===== config.mk =====
export PLATFORM = sky130hd
export DESIGN_NAME = sha2_msg_schedule
export DESIGN_NICKNAME = d
export VERILOG_FILES = /design/src/rtl/sha2_msg_schedule.sv
export SDC_FILE = /design/constraint.sdc
export NUM_CORES = 2
export LEC_CHECK = 0
export BUFFER_PORTS_ARGS = -buffer_cell sky130_fd_sc_hd__buf_2
export CAP_MARGIN = 10
export CORE_MARGIN = 2
export CORE_UTILIZATION = 50
export DETAILED_ROUTE_END_ITERATION = 10
export PLACE_DENSITY = 0.66
export SETUP_SLACK_MARGIN = 0.02
export SYNTH_ARGS = -nofsm -noshare
export SYNTH_HDL_FRONTEND = slang
export SYNTH_SLANG_ARGS = --single-unit

===== constraint.sdc =====
create_clock -name clk -period 19.6 [get_ports clk]
set_input_delay 0 -clock clk [delete_from_list [all_inputs] [get_ports clk]]
set_output_delay 0 -clock clk [all_outputs]
set_load 0.005 [all_outputs]

===== src/rtl/sha2_msg_schedule.sv =====
// SHA-2 message schedule expander: streams W[0..ROUNDS-1] from 16 message
// words through a 16-word sliding window, for SHA-256 (32) or SHA-512 (64).
module sha2_msg_schedule #(
  parameter int WORD_W = 32
) (
  input  logic              clk,
  input  logic              rst,
  input  logic              flush,
  input  logic              in_valid,
  output logic              in_ready,
  input  logic [WORD_W-1:0] in_word,
  output logic              w_valid,
  input  logic              w_ready,
  output logic [WORD_W-1:0] w_out,
  output logic [6:0]        w_idx,
  output logic              w_last
);

  localparam int ROUNDS = (WORD_W == 32) ? 64 : 80;
  localparam int S0A = (WORD_W == 32) ? 7  : 1;
  localparam int S0B = (WORD_W == 32) ? 18 : 8;
  localparam int S0C = (WORD_W == 32) ? 3  : 7;
  localparam int S1A = (WORD_W == 32) ? 17 : 19;
  localparam int S1B = (WORD_W == 32) ? 19 : 61;
  localparam int S1C = (WORD_W == 32) ? 10 : 6;

  if (WORD_W != 32 && WORD_W != 64) begin : g_bad_width
    $error("sha2_msg_schedule: WORD_W must be 32 or 64");
  end

  typedef enum logic {LOAD, EXPAND} state_t;

  state_t            state;
  state_t            state_nxt;
  logic [WORD_W-1:0] win [16];
  logic [6:0]        t;
  logic              slot_free;
  logic              adv;
  logic              last_t;
  logic [WORD_W-1:0] s0;
  logic [WORD_W-1:0] s1;
  logic [WORD_W-1:0] w_new;
  logic [WORD_W-1:0] nxt_word;

  function automatic logic [WORD_W-1:0] rotr(
    input logic [WORD_W-1:0] x,
    input int                n
  );
    return (x >> n) | (x << (WORD_W - n));
  endfunction

  // win[0] is the newest word W[t-1], win[15] the oldest W[t-16]
  always_comb begin
    s0    = rotr(win[14], S0A) ^ rotr(win[14], S0B) ^ (win[14] >> S0C);
    s1    = rotr(win[1], S1A) ^ rotr(win[1], S1B) ^ (win[1] >> S1C);
    w_new = s1 + win[6] + s0 + win[15];
  end

  always_comb begin
    slot_free = !w_valid | w_ready;
    last_t    = (t == 7'(ROUNDS - 1));
    nxt_word  = (state == LOAD) ? in_word : w_new;
    adv       = !flush & slot_free
              & ((state == EXPAND) | in_valid);
  end

  always_ff @(posedge clk or posedge rst) begin
    if (rst) state <= LOAD;
    else     state <= state_nxt;
  end

  always_comb begin
    state_nxt = state;
    if (flush) begin
      state_nxt = LOAD;
    end else if (adv) begin
      unique case (state)
        LOAD:   if (t == 7'd15) state_nxt = EXPAND;
        EXPAND: if (last_t)     state_nxt = LOAD;
        default: state_nxt = LOAD;
      endcase
    end
  end

  always_comb begin
    in_ready = (state == LOAD) & slot_free & !flush;
  end

  always_ff @(posedge clk or posedge rst) begin
    if (rst) begin
      w_valid <= 1'b0;
      w_out   <= '0;
      w_idx   <= '0;
      w_last  <= 1'b0;
      t       <= '0;
      for (int i = 0; i < 16; i++) win[i] <= '0;
    end else if (flush) begin
      w_valid <= 1'b0;
      w_last  <= 1'b0;
      t       <= '0;
    end else if (adv) begin
      w_valid <= 1'b1;
      w_out   <= nxt_word;
      w_idx   <= t;
      w_last  <= last_t;
      t       <= last_t ? 7'd0 : t + 7'd1;
      win[0]  <= nxt_word;
      for (int i = 1; i < 16; i++) win[i] <= win[i-1];
    end else if (slot_free) begin
      w_valid <= 1'b0;
      w_last  <= 1'b0;
    end
  end

endmodule


==> flow_summary.json <==
{
  "grt_overflow": 0,
  "skew_ns": 0.0219,
  "finalSetupViolations": 0,
  "cts_tree": "done",
  "chipWidth_um": 227,
  "yosysTopAreaCell": "dfrtp_1",
  "cts_made_buffers": 55,
  "drv_cap": 0,
  "final_max_slew_viol_count": 0,
  "synth_top_area_share_pct": 53.4,
  "drtIter0Drc": 1592,
  "worstSetupPathType": "reg2reg",
  "grt_use_total_pct": 23.9,
  "pin_count": 79,
  "min_path_type": "in2async",
  "ant_nets": 0,
  "yosysSeqAreaShare_pct": 53.4,
  "grt_pass1_wl_mm": 95.4,
  "rows": 81,
  "antenna_found_initial": 0,
  "cts_sinks": 529,
  "drc": 0,
  "ys.flop_type": "dfrtp_1",
  "initial_utilization_pct": 50.6,
  "diodes": 0,
  "detail_route.first_pass.iterations": 7,
  "die_area_um2": 51400,
  "grt_start_max_net_pins": 234,
  "wl_per_cell_um": 16.9,
  "vias_per_cell": 5.04,
  "io_buffer_count": 78,
  "p_leak_nw": 14.4,
  "ys_seq_elements": 529,
  "async_reset_ff_share_pct": 100,
  "cts_setup_buffers": 0,
  "netlist_area_um2": 24800,
  "required_ns": 20.04,
  "rsz0062_at_grt": "no",
  "period_share_pct": 27.7,
  "grt_pass1_vias": 17400,
  "routabilityCongestion": 0.928,
  "nNetsFinal": 2889,
  "routed_wl_mm": 58.6,
  "ys_top_cells_by_area": "dfrtp_1 53%, nand2_1 20%, fa_1 5.0%, xnor2_1 2.9%, o21ai_0 2.8%",
  "slew_headroom_pct": 25.6,
  "path_max_fanout": 118,
  "ys_warn_count": 0,
  "crit_path_end_kind": "flip-flop",
  "final.setup.tns_ns": 0,
  "startpoint_type": "flip-flop",
  "worstSkewPairLatency_ns": 0.62,
  "synth_cell_type_count": 63,
  "synth_edf_count": 0,
  "clk_path_buf_depth": 3,
  "die_h_um": 227,
  "via_count": 17500,
  "yosysMostFrequentCell": "nand2_1",
  "cts_max_level": 2,
  "stdcell_area_um2": 27300,
  "core_area_um2": 49000,
  "report.final.hold_viol_count": 0,
  "worstMarginPinSlew_ns": 1.12,
  "postSynthAreaPerCell_um2": 8.92,
  "synth_common_cells": "1329 x nand2_1, 529 x dfrtp_1, 140 x o21ai_0, 129 x inv_1, 121 x clkbuf_1",
  "arrival_ns": 5.86,
  "status": "finished clean",
  "fmax_mhz": 184,
  "cts_root_buf": "clkbuf_16",
  "place_area_um2": 25100,
  "post-route-min-period_ns": 5.42,
  "clk_pin_slew_ns": 0.06,
  "ir_drop_mv": 0.0993,
  "syn-instance-count": 2778,
  "drive_gt1_share_pct": 7.21,
  "syn_nets": 2909,
  "p_per_area_nw_per_um2": 172,
  "post-dp-hpwl_mm": 38.8,
  "fill_cells": 4341,
  "area_growth_pct": 10.2
}
## metal layers
layer  global-route usage, %  wire (µm)
met4                    7.45       1650
met2                    37.0      26700
met5                       0          0
met1                    35.0      27200
met3                    3.54       3050
## flip-flops by register name, summed over array words and instances (netlist names)
| name | cells |
|---|---|
| w_last | 1 |
| t | 7 |
| state | 1 |
| win | 512 |
| w_valid | 1 |
| w_idx | 7 |
## cells in the final DEF (no fill, tap or decap), types with 9 or more instances in the layout
master | Yosys | final
clkbuf_8 | 4 | 11
o21ai_0 | 140 | 140
fa_1 | 62 | 62
inv_1 | 129 | 128
dfrtp_1 | 529 | 528
a21o_1 | 16 | 16
dlygate4sd3_1 | 0 | 38
clkbuf_1 | 121 | 9
ha_1 | 32 | 32
clkbuf_16 | 0 | 55
mux2i_1 | 22 | 22
clkinv_2 | 0 | 13
a21oi_1 | 46 | 46
nand2_1 | 1329 | 1329
buf_2 | 30 | 78
xnor2_1 | 81 | 81
xor2_1 | 67 | 67
buf_4 | 35 | 10
nor2_1 | 29 | 28
## logic make-up (layout without fill, tap and decap cells)
group,Yosys count,count (layout),synth area share (%)
buf+inv,334,357,6.21
flops,529,529,53.4
fa+ha+maj,94,94,6.63
simple gates,1402,1402,21.8
mux,22,22,0.889
compound gates,249,249,5.85
xor+xnor,148,148,5.23
## area by class of cell
cell class,count,area (µm²),share of cell area (%)
sequential,529,13200,48.5
inverter,129,492,1.80
multi-input combinational,1915,10000,36.7
clock inverter,25,278,1.02
timing repair buffer,128,886,3.25
tap,664,831,3.04
clock buffer,75,1560,5.72
## per-stage QoR
stage | hold slack (ns) | instances | setup WS (ns) | power (mW) | util (%)
after detailed placement | 0.235 | 3327 | 14.19 | 3.61 | 51.2
final | 0.0704 | 3465 | 14.18 | 4.69 | 55.8
after global placement | 0.235 | 3327 | 14.30 | 3.59 | 51.2
after floorplan | 0.182 | 2778 | 4.82 | 3.09 | -
after global routing | 0.192 | 3465 | 13.65 | 5.01 | 55.8
after CTS | 0.117 | 3465 | 14.18 | 4.70 | 55.8
## report_power, final
part           switching [mW]  total, mW  internal, mW
clock network           0.445       1.06         0.612
registers               0.196       1.52          1.32
logic                    1.31       2.11         0.807
total                    1.95       4.69          2.74
## worst max-delay path, stage by stage (launching register included)
cell and delay [ns]:
dfrtp_2 0.74, o21ai_1 0.55, or2_4 0.79, buf_4 0.93
buf_4 0.91, buf_4 0.96, o21ai_0 0.19
## what timing repair did
item,CTS,global route
hold endpoints to repair,167,0
resized for setup,0,0
hold buffers,38,0
## worst paths after layout
path / slack [ns] / cells past startpoint / from / end
min in group clk: 0.21 / 4 / in_word[3] / win[483]$_DFFE_PP0P_
hold reg to reg: 0.46 / 2 / win[193]$_DFFE_PP0P_ / win[161]$_DFFE_PP0P_
setup reg to reg: 14.18 / 6 / state$_DFFE_PP0P_ / win[270]$_DFFE_PP0P_
max in group asynchronous: 17.07 / 5 / rst / win[31]$_DFFE_PP0P_
setup / recovery: 14.18 / 6 / state$_DFFE_PP0P_ / win[270]$_DFFE_PP0P_
hold / removal: 0.07 / 3 / rst / win[297]$_DFFE_PP0P_
(Power assumes the default switching activity.)
